File: config.mk
export PLATFORM = sky130hd
export DESIGN_NAME = mem_arbiter
export DESIGN_NICKNAME = d
export VERILOG_FILES = /design/src/rtl/mem_arbiter.sv
export SDC_FILE = /design/constraint.sdc
export NUM_CORES = 1
export LEC_CHECK = 0
export ABC_AREA = 1
export BUFFER_PORTS_ARGS = -buffer_cell sky130_fd_sc_hd__buf_2
export CAP_MARGIN = 5
export CORE_MARGIN = 3
export CORE_UTILIZATION = 47
export DETAILED_ROUTE_END_ITERATION = 8
export PLACE_DENSITY = 0.9
export REMOVE_ABC_BUFFERS = 1
export SYNTH_ARGS = -nofsm -noshare
export SYNTH_HDL_FRONTEND = slang
export SYNTH_SLANG_ARGS = --single-unit
File: constraint.sdc
create_clock -name clk -period 2.19 [get_ports clk]
set_input_delay 0.438 -clock clk [delete_from_list [all_inputs] [get_ports clk]]
set_output_delay 0.438 -clock clk [all_outputs]
set_load 0.02 [all_outputs]
File: src/rtl/mem_arbiter.sv
// mem_arbiter: shares one multi-cycle memory port between the I-cache fill path
// and the D-cache fill / write-through path with two-way round-robin.
// Fills issue WORDS consecutive reads and count returned words independently of
// issue, so any in-order read latency (including zero) is tolerated.
module mem_arbiter #(
  parameter int unsigned WORDS = 8
) (
  input  logic                       clk,
  input  logic                       rst,
  input  logic                       i_req,
  input  logic [15:0]                i_addr,
  output logic                       i_grant,
  output logic                       i_done,
  input  logic                       d_req,
  input  logic                       d_wr,
  input  logic [15:0]                d_addr,
  input  logic [15:0]                d_wdata,
  output logic                       d_grant,
  output logic                       d_done,
  output logic [15:0]                fill_data,
  output logic [$clog2(WORDS)-1:0]   fill_word,
  output logic                       fill_valid,
  output logic                       mem_en,
  output logic                       mem_wr,
  output logic [15:0]                mem_addr,
  output logic [15:0]                mem_wdata,
  input  logic [15:0]                mem_rdata,
  input  logic                       mem_rvalid
);

  localparam int unsigned WIDX = $clog2(WORDS);
  localparam int unsigned OFFB = WIDX + 1;
  localparam logic [15:0] BLK_MASK = ~16'((32'd1 << OFFB) - 32'd1);
  localparam logic [WIDX-1:0] LAST = WIDX'(WORDS - 1);

  typedef enum logic [1:0] {
    IDLE   = 2'd0,
    FILL_I = 2'd1,
    FILL_D = 2'd2,
    WRITE  = 2'd3
  } state_t;

  state_t          state, state_nxt;
  logic [WIDX-1:0] iss, iss_nxt;
  logic [WIDX-1:0] ret, ret_nxt;
  logic            last_d, last_d_nxt;
  logic [15:0]     base, base_nxt;
  logic            i_grant_nxt, d_grant_nxt;
  logic            mem_en_nxt, mem_wr_nxt;
  logic [15:0]     mem_addr_nxt, mem_wdata_nxt;
  logic            in_fill;
  logic            last_ret;

  // Returned data passes straight through; validity is qualified by state.
  assign fill_data = mem_rdata;
  assign fill_word = ret;

  // Next-state, counter and registered-output computation.
  always_comb begin
    state_nxt     = state;
    iss_nxt       = iss;
    ret_nxt       = ret;
    last_d_nxt    = last_d;
    base_nxt      = base;
    i_grant_nxt   = 1'b0;
    d_grant_nxt   = 1'b0;
    mem_en_nxt    = 1'b0;
    mem_wr_nxt    = 1'b0;
    mem_addr_nxt  = mem_addr;
    mem_wdata_nxt = mem_wdata;
    fill_valid    = 1'b0;
    i_done        = 1'b0;
    d_done        = 1'b0;
    in_fill       = 1'b0;
    last_ret      = 1'b0;

    case (state)
      IDLE: begin
        iss_nxt = '0;
        ret_nxt = '0;
        // D wins when it is alone or when I was served most recently.
        if (d_req && (!i_req || !last_d)) begin
          last_d_nxt  = 1'b1;
          d_grant_nxt = 1'b1;
          mem_en_nxt  = 1'b1;
          if (d_wr) begin
            state_nxt     = WRITE;
            mem_wr_nxt    = 1'b1;
            mem_addr_nxt  = {d_addr[15:1], 1'b0};
            mem_wdata_nxt = d_wdata;
          end else begin
            state_nxt    = FILL_D;
            base_nxt     = d_addr & BLK_MASK;
            mem_addr_nxt = d_addr & BLK_MASK;
          end
        end else if (i_req) begin
          last_d_nxt   = 1'b0;
          i_grant_nxt  = 1'b1;
          mem_en_nxt   = 1'b1;
          state_nxt    = FILL_I;
          base_nxt     = i_addr & BLK_MASK;
          mem_addr_nxt = i_addr & BLK_MASK;
        end
      end

      FILL_I, FILL_D: begin
        in_fill     = 1'b1;
        i_grant_nxt = (state == FILL_I);
        d_grant_nxt = (state == FILL_D);
        // Issue side: one read per cycle until WORDS have gone out.
        if (mem_en && (iss != LAST)) begin
          iss_nxt      = iss + WIDX'(1);
          mem_en_nxt   = 1'b1;
          mem_addr_nxt = base + 16'({iss_nxt, 1'b0});
        end
        // Return side: count words as they arrive, in issue order.
        if (mem_rvalid) begin
          fill_valid = 1'b1;
          ret_nxt    = ret + WIDX'(1);
          last_ret   = (ret == LAST);
        end
        if (last_ret) begin
          i_done      = (state == FILL_I);
          d_done      = (state == FILL_D);
          state_nxt   = IDLE;
          i_grant_nxt = 1'b0;
          d_grant_nxt = 1'b0;
          mem_en_nxt  = 1'b0;
          iss_nxt     = '0;
          ret_nxt     = '0;
        end
      end

      WRITE: begin
        // Single write cycle: strobe is already on the port, finish now.
        d_done    = 1'b1;
        state_nxt = IDLE;
      end

      default: begin
        state_nxt = IDLE;
      end
    endcase
  end

  // State, counters and registered outputs; reset aborts any transaction.
  always_ff @(posedge clk or posedge rst) begin
    if (rst) begin
      state     <= IDLE;
      iss       <= '0;
      ret       <= '0;
      last_d    <= 1'b0;
      base      <= '0;
      i_grant   <= 1'b0;
      d_grant   <= 1'b0;
      mem_en    <= 1'b0;
      mem_wr    <= 1'b0;
      mem_addr  <= '0;
      mem_wdata <= '0;
    end else begin
      state     <= state_nxt;
      iss       <= iss_nxt;
      ret       <= ret_nxt;
      last_d    <= last_d_nxt;
      base      <= base_nxt;
      i_grant   <= i_grant_nxt;
      d_grant   <= d_grant_nxt;
      mem_en    <= mem_en_nxt;
      mem_wr    <= mem_wr_nxt;
      mem_addr  <= mem_addr_nxt;
      mem_wdata <= mem_wdata_nxt;
    end
  end

endmodule

# Word-level counts from Yosys, hierarchy flattened
# Cells that the tools add are included.
# totals
ff_bits	61
input_bits	70
out_inout_bits	58
elab_cells	83
# classes
add_sub_neg	3
eq_ne	11
n_mux	42
n_reduce_logical	16
# op_table
operator	count
two-way mux 16 bit	5
case mux 16 bit (2 select lines)	1
two-way mux 1 bit	21
adder 16 x 4 -> 16 bit	1
two-way mux 3 bit	4
inequality test 3 bit (second input constant)	4
case mux 3 bit (2 select lines)	2
AND reduction 3 bit	3
case mux 1 bit (2 select lines)	4
AND reduction 2 bit	4
adder 3 x 1 -> 3 bit (second input constant)	2
two-way mux 2 bit	3
inequality test 2 bit (second input constant)	3
case mux 2 bit (3 select lines)	1
equality test 2 bit (second input constant)	2
two-way mux 4 bit	1
nonzero test 2 bit	2
equality test 3 bit (second input constant)	1
equality test 2 x 1 -> 1 bit (second input constant)	1
logical AND 1 bit	2
zero test 1 bit	2
zero test 2 bit	1
OR reduction 2 bit	1
logical OR 1 bit	1

# Logic depth before layout (Yosys ltp)
# depth
ltp_word	5
mapped_depth	10
depth_no_buf	9

# Least setup slack after synthesis
# No wires, ideal clock.
# synth_timing
path_type	register to output
startpoint	register ret[0] (netlist: fill_word[0])
endpoint	output port d_done
arrival_time_ns	1.398
t_required_ns	1.752
setup_slack_ns	0.354
path_stages_with_launch	7
cell_sequence	dfrtp_1 ha_1 ha_1 nand2_1 inv_1 a31oi_1 nor2_1
# synth_between
elab_chain_cells	5
# synth_rtl
element	line	source
start, declared	45	logic [WIDX-1:0] ret, ret_nxt;
start signal, assigned	163	ret <= ret_nxt;
equality test 3 bit	120	last_ret = (ret == LAST);
two-way mux 1 bit	117	if (mem_rvalid) begin
two-way mux 1 bit	77	case (state)
two-way mux 1 bit	122	if (last_ret) begin
case mux 1 bit (2 select lines)	77	
end, declared	19	output logic d_done,
# Every way passes these cells. The select of a mux whose other input is x is not followed.

# Worst setup path in the final report
# Same ends and word-level chain as after synthesis.

==> impl_metrics.env <==
export IMPL_status="completed"
export IMPL_synth_common_cells="nand2_1, dfrtp_1, nand3_1, nor2_1, o21ai_0"
export IMPL_die_w_um=84.4
export IMPL_tightest_slew_ps=571
export IMPL_arrival_ps=1650
export IMPL_setup_tns_ps=0
export IMPL_slew_headroom=0.619
export IMPL_clock_fmax_mhz=479
export IMPL_crit_cells=7
export IMPL_cts_buffers=5
export IMPL_synth_top_area_frac=0.485
export IMPL_period_needed_ps=2090
export IMPL_vias=2664
export IMPL_end_kind="output pin"
export IMPL_worstPathBufferInverterCount=2
export IMPL_crit_top_cell="ha_1"
export IMPL_swShare=0.473
export IMPL_cts_tree="done"
export IMPL_overflow=0
export IMPL_synth_seq_area_share=0.485
export IMPL_r2r_slack_ps=420
export IMPL_ys_types=24
export IMPL_setup_viol=0
export IMPL_worstSetupStartpointType="flip-flop"
export IMPL_synth_edff_count=0
export IMPL_p_int_mw=2.73
export IMPL_hp_class="input port to asynchronous set/reset pin"
export IMPL_power_density_nw_per_um2=1520
export IMPL_syn_area_um2=2890
export IMPL_cts_root_buf="clkbuf_8"
export IMPL_antenna_found_initial=0
export IMPL_power_frac_clock=0.114
export IMPL_fp_dieH_um=84.4
export IMPL_synthArstFlopShare=1.00
export IMPL_ant_nets=0
export IMPL_ys_seq_elements=56
export IMPL_fin_area_um2=3420
export IMPL_cts_hold_buf=0
export IMPL_p_sw_mw=2.46
export IMPL_grt_max_degree=37
export IMPL_synthesis_yosys_warnings=0
export IMPL_postSynthAreaPerCell_um2=7.71
export IMPL_routed_wl_um=7170
export IMPL_num_fill_cells=520
export IMPL_cp_top_family="adder cells"
export IMPL_seqPwrFrac=0.340
export IMPL_portBuffers=89
export IMPL_synthToLayoutAreaGrowth_pct=18.4
export IMPL_first_global_vias=2758
export IMPL_cp_required_ps=1750
export IMPL_placementRows=27
export IMPL_initial_core_util=0.503
export IMPL_path_class="flip-flop to output pin"
export IMPL_p_leak_nw=2.00
export IMPL_drcViolationCount=0
export IMPL_layout_nets=531
export IMPL_rsz0062_at_grt="false"
export IMPL_dieArea_um2=7130
export IMPL_io_pins=128
export IMPL_grt_first_pass_wirelength_um=12200
export IMPL_avgRoutedWirePerCell_um=13.7
export IMPL_slew_violations=0
export IMPL_synth_top_cell_by_area="dfrtp_1"
export IMPL_vdd_ir_drop_max_v=0.000774
export IMPL_core_area_um2=5740
export IMPL_drv_cap=0
export IMPL_place_inst=512
export IMPL_drive_above_1_share=0.268
export IMPL_clkSlewWorstSetupHoldPaths_ps=100
export IMPL_dp_hpwl_um=5180
export IMPL_clockBufferDepth=2
export IMPL_combPwrFrac=0.546
export IMPL_fin_crit_sh=0.953
export IMPL_r2r_cells=7
export IMPL_via_per_inst=5.08
export IMPL_placed_cell_area_um2=3280
export IMPL_first_iter_violations=101
export IMPL_ctsHtreeMaxLevel=2
export IMPL_track_usage=0.207
export IMPL_num_antenna_cells=0
export IMPL_gp_congestion=0.833
export IMPL_clk_latency_ps=310
export IMPL_slowest_delay_ps=390
export IMPL_path_cells="ha_1, ha_1, nand2_2, inv_2, a31oi_1, nor2_1, buf_2"
export IMPL_ys_flop_type="dfrtp_1"
export IMPL_synthTopCellsByArea="dfrtp_1, nand2_1, nand3_1"
export IMPL_synth_most_common_cell="nand2_1"
export IMPL_syn_inst=375
export IMPL_critical_path_peak_fanout=5
export IMPL_slowest_stage="dfrtp_1"
export IMPL_hold_violations=0
export IMPL_drtPass1Iterations=4
export IMPL_cts_sinks=56
export IMPL_final_cells=524
export IMPL_skew_ps=13.8
## power groups by stage
stage	clock network (mW)	registers, mW	logic (mW)
final	0.590	1.76	2.83
after global routing	0.647	1.82	3.22
after CTS	0.606	1.77	2.79
after detailed placement	0	1.78	2.75
after global placement	0	1.76	2.66
after floorplan	0	2.16	1.46
## cell families after synthesis
family / Yosys count / synth area share
and+or+nand+nor: 235 / 0.331
DFF: 56 / 0.485
buffers and inverters: 44 / 0.0883
AOI/OAI and AO/OA: 29 / 0.0515
adders and majority gates: 10 / 0.0433
other: 1 / 0.00130
## flip-flops by register name, indices dropped and copies added (netlist names)
| signal | flops |
|---|---|
| mem_wdata | 16 |
| base | 12 |
| state | 2 |
| mem_en | 1 |
| mem_wr | 1 |
| last_d | 1 |
| mem_addr | 15 |
| iss | 3 |
| i_grant | 1 |
| d_grant | 1 |
| fill_word | 3 |
## through the flow
stage          hold slack (ps)  worst slack (ps)  total power [mW]   util
2_1_floorplan              446               354              3.62      -
3_3_place_gp               457               366              4.43  0.572
3_5_place_dp               460               338              4.54  0.572
4_1_cts                    157              13.0              5.16  0.590
5_1_grt                    176             0.272              5.69  0.596
6_report                   144               104              5.19  0.596
## path summary, 6_finish.rpt
check / end / from
max in group asynchronous: i_grant / rst
min in group clk: mem_wdata[2] / d_wdata[2]
max reg2reg: mem_wdata[6] / state[0]
max: d_done / fill_word[0]
min: mem_addr[6] / rst
min reg2reg: mem_addr[12] / mem_addr[12]
## worst register-to-register path, cell delays in order, from the launching register on
cell	delay [ps]
dfrtp_1	440
inv_1	160
ha_1	310
inv_2	70
buf_4	200
nor2_4	340
nand2_1	110
nand2_1	90
## cells in the final DEF, fill, tap and decap left out
master and n:
a21oi_1 3, a31oi_1 1, buf_12 1, buf_2 89
buf_4 10, clkbuf_1 1, clkbuf_8 6, clkinvlp_4 1
conb_1 1, dfrtp_1 56, ha_1 9, ha_4 1
inv_1 8, inv_2 5, nand2_1 164, nand2_2 3
nand2_4 1, nand3_1 31, nand3_2 1, nand3b_1 1
nor2_1 31, nor2_2 1, nor2_4 1, o21ai_0 20
o21ai_1 4, o31ai_1 1, or2_2 1
## repair_timing
action | CTS | global route
resized for setup | 0 | 4
buffers inserted | 1 | 3
endpoints found under the setup margin | 1 | 2
gates cloned | 0 | 0
## cell type report
class / instances / area (um^2) / area share
Clock buffer: 7 / 86.3 / 0.0252
Multi-Input combinational cell: 275 / 1250 / 0.365
Tap cell: 72 / 90.1 / 0.0263
Inverter: 13 / 48.8 / 0.0143
Sequential cell: 56 / 1400 / 0.409
Timing Repair Buffer: 100 / 541 / 0.158
Clock inverter: 1 / 7.51 / 0.00219
## metal layers
layer  track usage  wire length, um  vias up
li1              -                -     1310
met1         0.250             3060     1213
met2         0.342             3230      127
met3        0.0834              766       14
met4        0.0590              117        0
met5        0.0210                0        -
(Power assumes the default switching activity.)
